## config.mk

```make
export PLATFORM = sky130hd
export DESIGN_NAME = temp_classifier_flat
export DESIGN_NICKNAME = d
export VERILOG_FILES = /design/src/rtl/temp_classifier_if.sv /design/src/rtl/temp_classifier.sv /design/src/flat_wrapper.sv
export SDC_FILE = /design/constraint.sdc
export NUM_CORES = 1
export LEC_CHECK = 0
export ABC_CLOCK_PERIOD_IN_PS = 2200
export CAP_MARGIN = 25
export CORE_ASPECT_RATIO = 0.5
export CORE_UTILIZATION = 51
export CTS_BUF_LIST = sky130_fd_sc_hd__clkbuf_2 sky130_fd_sc_hd__clkbuf_4 sky130_fd_sc_hd__clkbuf_8
export DETAILED_ROUTE_END_ITERATION = 7
export PLACE_DENSITY = 0.87
export SLEW_MARGIN = 30
export SYNTH_ARGS = -nofsm -noshare
export SYNTH_HDL_FRONTEND = slang
export SYNTH_SLANG_ARGS = --single-unit
```

## constraint.sdc

```tcl
create_clock -name clk -period 2.2 [get_ports clk]
set_input_delay 0.33 -clock clk [delete_from_list [all_inputs] [get_ports clk]]
set_output_delay 0.33 -clock clk [all_outputs]
set_load 0.01 [all_outputs]
```

## src/rtl/temp_classifier_if.sv

```systemverilog
// Temperature sample / state-code bundle between a sensor front end and the classifier.
interface temp_classifier_if #(
  parameter int TEMP_W = 12
) ();
  logic              temp_valid;
  logic [TEMP_W-1:0] temp_data;
  logic [1:0]        temp_state;
  logic              state_change;
  logic              sensor_timeout;

  // Sample source side: drives samples, observes the classified state.
  modport master (
    output temp_valid,
    output temp_data,
    input  temp_state,
    input  state_change,
    input  sensor_timeout
  );

  // Classifier side: consumes samples, produces the state code.
  modport slave (
    input  temp_valid,
    input  temp_data,
    output temp_state,
    output state_change,
    output sensor_timeout
  );
endinterface

```

## src/rtl/temp_classifier.sv

```systemverilog
// Temperature classifier: threshold hysteresis, debounced state changes,
// immediate FAULT on over-temperature and a sensor-loss watchdog.
module temp_classifier #(
  parameter int TEMP_W      = 12,
  parameter int T_NORMAL    = 200,
  parameter int T_WARN      = 600,
  parameter int T_FAULT     = 900,
  parameter int HYST        = 16,
  parameter int DEBOUNCE    = 4,
  parameter int TIMEOUT_CYC = 1000
) (
  input  logic               clk,
  input  logic               reset,
  temp_classifier_if.slave   tc_bus
);

  typedef enum logic [1:0] {
    ST_IDLE    = 2'd0,
    ST_NORMAL  = 2'd1,
    ST_WARNING = 2'd2,
    ST_FAULT   = 2'd3
  } tstate_e;

  localparam int CNT_W = $clog2(DEBOUNCE + 1);
  localparam int WD_W  = $clog2(TIMEOUT_CYC + 1);

  localparam logic [TEMP_W-1:0] UP_N = TEMP_W'(T_NORMAL);
  localparam logic [TEMP_W-1:0] UP_W = TEMP_W'(T_WARN);
  localparam logic [TEMP_W-1:0] UP_F = TEMP_W'(T_FAULT);
  localparam logic [TEMP_W-1:0] DN_N = TEMP_W'(T_NORMAL - HYST);
  localparam logic [TEMP_W-1:0] DN_W = TEMP_W'(T_WARN - HYST);
  localparam logic [TEMP_W-1:0] DN_F = TEMP_W'(T_FAULT - HYST);
  localparam logic [CNT_W-1:0]  DEB_V  = CNT_W'(DEBOUNCE);
  localparam logic [WD_W-1:0]   WD_MAX = WD_W'(TIMEOUT_CYC);

  // Number of thresholds (0..3) that the sample meets or exceeds.
  function automatic logic [1:0] level_of(
    input logic [TEMP_W-1:0] t,
    input logic [TEMP_W-1:0] a,
    input logic [TEMP_W-1:0] b,
    input logic [TEMP_W-1:0] c
  );
    level_of = {1'b0, (t >= a)} + {1'b0, (t >= b)} + {1'b0, (t >= c)};
  endfunction

  tstate_e           state_q, state_d;
  logic [1:0]        pend_q, pend_d;
  logic [CNT_W-1:0]  cnt_q, cnt_d;
  logic [WD_W-1:0]   wdog_q, wdog_d;
  logic              tmo_q, tmo_d;
  logic              chg_q;

  logic [1:0]        c_up_s;
  logic [1:0]        c_dn_s;
  logic [1:0]        cand_s;
  logic [CNT_W-1:0]  run_s;
  logic [WD_W-1:0]   wd_inc_s;

  // Candidate class: rise on the up thresholds, fall only below threshold minus hysteresis.
  always_comb begin
    c_up_s = level_of(tc_bus.temp_data, UP_N, UP_W, UP_F);
    c_dn_s = level_of(tc_bus.temp_data, DN_N, DN_W, DN_F);
    if (c_up_s > state_q) begin
      cand_s = c_up_s;
    end else if (c_dn_s < state_q) begin
      cand_s = c_dn_s;
    end else begin
      cand_s = state_q;
    end
    if ((cnt_q != {CNT_W{1'b0}}) && (cand_s == pend_q)) begin
      run_s = cnt_q + CNT_W'(1);
    end else begin
      run_s = CNT_W'(1);
    end
    wd_inc_s = wdog_q + WD_W'(1);
  end

  // Next-state: valid samples drive debounce/bypass and kick the watchdog; idle cycles age it.
  always_comb begin
    state_d = state_q;
    pend_d  = pend_q;
    cnt_d   = cnt_q;
    wdog_d  = wdog_q;
    tmo_d   = tmo_q;
    if (tc_bus.temp_valid) begin
      wdog_d = {WD_W{1'b0}};
      tmo_d  = 1'b0;
      if (c_up_s == 2'd3) begin
        state_d = ST_FAULT;
        cnt_d   = {CNT_W{1'b0}};
      end else if (cand_s == state_q) begin
        cnt_d = {CNT_W{1'b0}};
      end else begin
        pend_d = cand_s;
        if (run_s >= DEB_V) begin
          state_d = tstate_e'(cand_s);
          cnt_d   = {CNT_W{1'b0}};
        end else begin
          cnt_d = run_s;
        end
      end
    end else if (wdog_q != WD_MAX) begin
      wdog_d = wd_inc_s;
      if (wd_inc_s == WD_MAX) begin
        state_d = ST_FAULT;
        tmo_d   = 1'b1;
        cnt_d   = {CNT_W{1'b0}};
      end else begin
        tmo_d = tmo_q;
      end
    end else begin
      wdog_d = wdog_q;
    end
  end

  // State, debounce, watchdog and output registers.
  always_ff @(posedge clk or posedge reset) begin
    if (reset) begin
      state_q <= ST_IDLE;
      pend_q  <= 2'd0;
      cnt_q   <= {CNT_W{1'b0}};
      wdog_q  <= {WD_W{1'b0}};
      tmo_q   <= 1'b0;
      chg_q   <= 1'b0;
    end else begin
      state_q <= state_d;
      pend_q  <= pend_d;
      cnt_q   <= cnt_d;
      wdog_q  <= wdog_d;
      tmo_q   <= tmo_d;
      chg_q   <= (state_d != state_q);
    end
  end

  assign tc_bus.temp_state     = state_q;
  assign tc_bus.state_change   = chg_q;
  assign tc_bus.sensor_timeout = tmo_q;

endmodule

```

## src/flat_wrapper.sv

```systemverilog
// flat-port wrapper written by rule: the top's interface ports become plain ports
module temp_classifier_flat 
#(
  parameter int TEMP_W      = 12,
  parameter int T_NORMAL    = 200,
  parameter int T_WARN      = 600,
  parameter int T_FAULT     = 900,
  parameter int HYST        = 16,
  parameter int DEBOUNCE    = 4,
  parameter int TIMEOUT_CYC = 1000
)
  (clk, reset, tc_bus_temp_valid, tc_bus_temp_data, tc_bus_temp_state, tc_bus_state_change, tc_bus_sensor_timeout);
  temp_classifier_if #(.TEMP_W(TEMP_W)) tc_bus_i ();
  input  logic clk;
  input  logic reset;
  input wire logic [$bits(tc_bus_i.temp_valid)-1:0] tc_bus_temp_valid;
  input wire logic [$bits(tc_bus_i.temp_data)-1:0] tc_bus_temp_data;
  output wire logic [$bits(tc_bus_i.temp_state)-1:0] tc_bus_temp_state;
  output wire logic [$bits(tc_bus_i.state_change)-1:0] tc_bus_state_change;
  output wire logic [$bits(tc_bus_i.sensor_timeout)-1:0] tc_bus_sensor_timeout;
  assign tc_bus_i.temp_valid = tc_bus_temp_valid;
  assign tc_bus_i.temp_data = tc_bus_temp_data;
  assign tc_bus_temp_state = tc_bus_i.temp_state;
  assign tc_bus_state_change = tc_bus_i.state_change;
  assign tc_bus_sensor_timeout = tc_bus_i.sensor_timeout;
  temp_classifier #(.TEMP_W(TEMP_W), .T_NORMAL(T_NORMAL), .T_WARN(T_WARN), .T_FAULT(T_FAULT), .HYST(HYST), .DEBOUNCE(DEBOUNCE), .TIMEOUT_CYC(TIMEOUT_CYC)) u_core (.clk(clk), .reset(reset), .tc_bus(tc_bus_i));
endmodule
```

# After elaboration in Yosys (flattened, before gate mapping)
# Index checks and enable logic that the tools add are counted.
# classes
n_addsub,6
n_lt_le_gt_ge,9
eq_ne,6
n_mux,20
bitwise_logic,2
n_reduce_logical,6
# ops
operator,n
12-bit by 10-bit >= comparator with 1-bit output (second input constant),4
12-bit by 8-bit >= comparator with 1-bit output (second input constant),2
3-bit two-way mux,7
10-bit two-way mux,2
2-bit two-way mux,8
10-bit by 1-bit adder with 10-bit output (second input constant),1
10-bit == test (second input constant),1
10-bit != test (second input constant),1
1-bit by 1-bit adder with 2-bit output,2
2-bit by 1-bit adder with 2-bit output,2
2-bit == test,2
2-bit nonzero test,2
3-bit by 1-bit adder with 3-bit output (second input constant),1
3-bit >= comparator (second input constant),1
1-bit two-way mux,3
3-bit AND reduction,1
3-bit nonzero test,1
2-bit == test (second input constant),1
2-bit greater-than comparator,1
2-bit < comparator,1
2-bit != test,1
1-bit NOT,2
2-bit AND reduction,1
1-bit logical AND,1
# totals
regBits,19
inputBits,15
out_inout_bits,4
elab_cells,55

# Logic depth before layout (Yosys ltp)
# depth
ltp_word,15
ltp_mapped,14
ltp_nobuf,13

# Least setup slack after synthesis
# Ideal clock, no wire load.
# synth_timing
path_kind,input -> register
startpoint,input tc_bus_temp_data[3]
endpoint,register u_core.cnt_q[0]
setup_time_ns,0.121
t_arrival_ns,3.168
t_required_ns,2.079
setup_slack_ns,-1.089
stages,12
path_buffers,0
cell_sequence,or2_2 nor4_1 o31ai_1 fa_1 inv_1 ha_1 and2_1 o32a_1 nor3_2 nor2_1 or4_1 a22o_1
# synth_via
elab_chain_cells,14
elab_cells_between_ends,24
cone_classes,4 x add/sub; 9 x order compare; 3 x eq/ne; 7 x mux; 1 x reduce/logical
# synth_lines
item,line_no,rtl
from (decl),flat_wrapper.sv:17,input wire logic [$bits(tc_bus_i.temp_data)-1:0] tc_bus_temp_data;
12-bit by 8-bit >= comparator with 1-bit output / 12-bit by 10-bit >= comparator with 1-bit output (equally long branches),temp_classifier.sv:43,"level_of = {1'b0, (t >= a)} + {1'b0, (t >= b)} + {1'b0, (t >= c)};"
1-bit by 1-bit adder with 2-bit output,temp_classifier.sv:43,
2-bit by 1-bit adder with 2-bit output,temp_classifier.sv:43,
2-bit < comparator,temp_classifier.sv:65,end else if (c_dn_s < state_q) begin
2-bit two-way mux,temp_classifier.sv:65,
2-bit two-way mux,temp_classifier.sv:63,if (c_up_s > state_q) begin
2-bit == test,temp_classifier.sv:70,if ((cnt_q != {CNT_W{1'b0}}) && (cand_s == pend_q)) begin
1-bit logical AND,temp_classifier.sv:70,
3-bit two-way mux,temp_classifier.sv:70,
3-bit >= comparator,temp_classifier.sv:95,if (run_s >= DEB_V) begin
3-bit two-way mux,temp_classifier.sv:95,
3-bit two-way mux,temp_classifier.sv:91,end else if (cand_s == state_q) begin
3-bit two-way mux (*),temp_classifier.sv:88,if (c_up_s == 2'd3) begin
3-bit two-way mux (*),temp_classifier.sv:85,if (tc_bus.temp_valid) begin
to (signal assigned),temp_classifier.sv:121,cnt_q <= {CNT_W{1'b0}};
to (signal assigned),temp_classifier.sv:128,cnt_q <= cnt_d;
to (decl),temp_classifier.sv:48,"logic [CNT_W-1:0] cnt_q, cnt_d;"
# Every way passes the cells marked *; elsewhere a longest branch is shown, timed or not.
# A chain may end at the register's enable or synchronous reset.

# Worst setup path in the final report
# layout_timing
startpoint,input tc_bus_temp_data[4]
endpoint,register u_core.chg_q (netlist: u_core.tc_bus.state_change)
# layout_via
elab_chain_cells,15
elab_cells_between_ends,25
cone_classes,4 x add/sub; 9 x order compare; 4 x eq/ne; 7 x mux; 1 x reduce/logical
# layout_lines
item,line_no,rtl
12-bit by 8-bit >= comparator with 1-bit output / 12-bit by 10-bit >= comparator with 1-bit output (equally long branches),temp_classifier.sv:43,
1-bit by 1-bit adder with 2-bit output,temp_classifier.sv:43,
2-bit by 1-bit adder with 2-bit output,temp_classifier.sv:43,
2-bit < comparator,temp_classifier.sv:65,
2-bit two-way mux,temp_classifier.sv:65,
2-bit two-way mux,temp_classifier.sv:63,
2-bit == test,temp_classifier.sv:70,
1-bit logical AND,temp_classifier.sv:70,
3-bit two-way mux,temp_classifier.sv:70,
3-bit >= comparator,temp_classifier.sv:95,
2-bit two-way mux,temp_classifier.sv:95,
2-bit two-way mux,temp_classifier.sv:91,
2-bit two-way mux (*),temp_classifier.sv:88,
2-bit two-way mux (*),temp_classifier.sv:85,
2-bit != test (*),temp_classifier.sv:131,chg_q <= (state_d != state_q);
to (signal assigned),temp_classifier.sv:131,
to (decl),temp_classifier.sv:51,logic chg_q;
# Marks and branches as above.

==> key figures <==
Worst setup path
  – Worst reg2reg path startpoint: u_core.tc_bus.temp_state[1]
  – Worst-path fanout max: 4
  – Setup CP Type: input pin to flop
  – Element type at the critical path end: flop
  – Crit path from: tc_bus_temp_data[4]
  – Arr. time, crit path: 3.42 ns
  – Worst path required time: 2.39 ns
  – Startpoint types: input pin

Outcome
  – Failing checks: setup timing
  – Status: finished, violations left

Power and ir drop
  – Clock power frac: 24.5%
  – Sw frac: 34.50%
  – PD cells: 496.6 mW/mm^2
  – NetSw: 378.3 uW
  – Gate power share: 39.9%
  – Internal power: 718.3 uW
  – Leak: 0.0008812 uW
  – Reg power frac: 35.7%
  – Power, Total: 1097 uW
  – Max VDD drop: 0.4583 mV

Global route
  – Initial antenna violation count: 0
  – Met3 Use GR: 6.744%
  – Grt met1 use: 34.03%
  – Met2 Resource Use GR: 62.61%
  – Gr ovfl total: 0
  – First-pass GRT wire length: 7065 um
  – Total GRT Usage: 31.60%
  – Pin count of the biggest net entering global routing: 20
  – Top Usage Layer GRT: met2
  – Vias in the first global route: 1,499

Logic synthesis
  – Fraction of registers with async set/reset: 100.0%
  – Synthesis Warnings: 0
  – Yosys reg bits: 19
  – Syn nets: 190
  – Synthesized instance count: 165
  – Sequential share of the synthesized area: 32.48%
  – EDFF count, synth: 0
  – Distinct cell type count after synthesis: 48
  – Syn avg cell area: 8.872 um^2
  – Synthesized area: 0.001464 mm^2
  – Ys flop type: dfrtp_1

Timing
  – Slew margin rel.: 48.86%
  – Slew Limit Fails: 0
  – Slew at the pin closest to its max-slew limit: 0.7663 ns
  – Layout Skew: 0.009792 ns
  – RSZ-0062 raised after global routing: true
  – Fmax: 309.4 MHz
  – Hold Violations, Final: 0
  – Fin crit share: 146.9%
  – Final setup vio count: 7
  – Final worst setup slack: -1.033 ns
  – Fin crit period: 3.233 ns

Placement
  – RePlAce Congestion: 0.8629
  – DP Worst Slack: -1.661 ns
  – DP Area: 0.001892 mm^2
  – Dpl hpwl: 2733 um
  – Port buffer count: 16

Clock tree
  – H-tree levels: 1
  – Clk slew on worst S/H paths: 0.08 ns
  – TritonCTS Sinks: 19
  – Post-CTS Hold Fix Bufs: 0
  – CTS Root Cell: clkbuf_8
  – Clock Tree Buf Depth: 2
  – CTS tree: done
  – Clk_lat worst skew: 0.27 ns
  – Num CTS Buffers: 3

Min path
  – Hold path startpoint: u_core.tc_bus.sensor_timeout
  – HP Class: flop to flop

Floorplanning
  – Total die area: 0.003102 mm^2
  – Boundary pin count: 19
  – Core footprint: 0.002651 mm^2
  – DIE HEIGHT: 39.89 um
  – Row count: 13
  – Chip width: 77.77 um
  – Starting density of the core: 55.21%

Drt
  – Drt pass-1 iters: 4
  – DRT antenna net count: 0
  – Routed wire length: 4621 um
  – Residual DRC: 0
  – Vias per cell: 6.100
  – Vias: 1,519
  – WL/cell: 18.56 um
  – DR iter-0 viols: 92

Cells and area
  – Ratio of cells with drive above 1 in the final layout: 40.09%
  – NumNets Final: 238
  – Commonest non-fill, non-tap cell in the layout: buf_4
  – Fin util: 83.29%
  – N_diodes: 0
  – Layout area overhead: 50.85%
  – Design area: 0.002208 mm^2
  – Most frequent cells in the layout: buf_4, nor2_1, dfrtp_1

Run
  – Max-cap viol count: 0
==> through the flow <==
step                      TNS, ns  hold slack, ns  instances
final                      -6.338          0.5029        249
after global routing       -7.059          0.5411        249
after CTS                  -6.033          0.5036        247
after detailed placement   -10.91          0.4875        237
after global placement     -10.44          0.4818        237
after floorplan            -5.593          0.2811        165
==> Yosys cell counts, drive strengths merged, types with 2 or more instances <==
master   instances  area share, %
and3             3            1.3
nor3             2            1.0
nand2           11            2.8
o31ai            4            2.1
mux2i            3            2.1
and2             4            1.7
o21ai            5            1.7
nor4             5            2.1
nor2            21            5.6
dfrtp           19             32
a31oi            2           0.85
xor2             5            3.0
fa               2            2.7
nand2b           4            1.7
xnor2            5            3.0
or4              2            1.3
a22o             3            1.9
a21oi            9            3.3
nor2b            4            1.7
ha               8            6.8
inv             11            2.8
a2bb2oi          2            1.2
nand3            6            2.4
or2              4            1.7
nand4            4            1.7
==> registers in the layout, summed over array words and instances (netlist names) <==
signal,cells
u_core.wdog_q,10
u_core.cnt_q,3
u_core.pend_q,2
u_core.tc_bus.temp_state,2
u_core.tc_bus.sensor_timeout,1
u_core.tc_bus.state_change,1
==> layer usage <==
metal	vias to the layer above	share of wire, %
li1	693	-
met1	742	40
met2	70	52
met3	14	5.2
met4	0	2.9
met5	-	0
==> logic make-up after synthesis <==
kind of cell / count (synthesis) / synth area share [%]
simple gates: 75 / 27.95
compound gates: 35 / 18.55
flops: 19 / 32.48
buf+inv: 13 / 3.418
fa+ha+maj: 10 / 9.573
mux: 3 / 2.051
xor+xnor: 10 / 5.983
==> power by group through the flow <==
stage                     combinational [uW]  sequential [uW]  clock [uW]
after floorplan                          183              389           0
after global placement                   291              391           0
after detailed placement                 306              392           0
after CTS                                376              386         261
after global routing                     466              394         284
final                                    437              391         268
==> critical path, cell delays in order <==
cell and delay (ns):
buf_12 0.11, a21oi_4 0.13, nor2b_1 0.07, o31ai_2 0.24
nand2_1 0.12, fa_2 0.61, inv_2 0.05, ha_4 0.21
and2_4 0.15, buf_6 0.11, o32ai_4 0.31, nand2_2 0.13
or4b_4 0.55, a2bb2oi_2 0.16, o2bb2ai_2 0.16
==> repair_timing <==
item | CTS | global route
gates resized for setup | 64 | 21
setup endpoints to repair | 7 | 7
setup buffers | 7 | 2
pin swaps | 22 | 15
==> final cells by class <==
cell class,instances,area [um^2]
Timing Repair Buffer,45,396.6
Clock buffer,4,48.80
Sequential cell,19,475.5
Fill cell,145,442.9
Multi-Input combinational cell,133,1200
Tap cell,37,46.29
Inverter,11,41.29
==> final timing paths <==
path,slack (ns),endpoint,cells after the start
worst max-delay path,-1.03,u_core.tc_bus.state_change,15
worst min-delay path,0.50,u_core.tc_bus.sensor_timeout,2
worst max register to register,-0.31,u_core.tc_bus.state_change,9
worst min register to register,0.50,u_core.tc_bus.sensor_timeout,2
max in group asynchronous,1.19,u_core.wdog_q[4],2
min in group asynchronous,0.52,u_core.tc_bus.temp_state[0],2
Power figures use the tool's default switching activity.
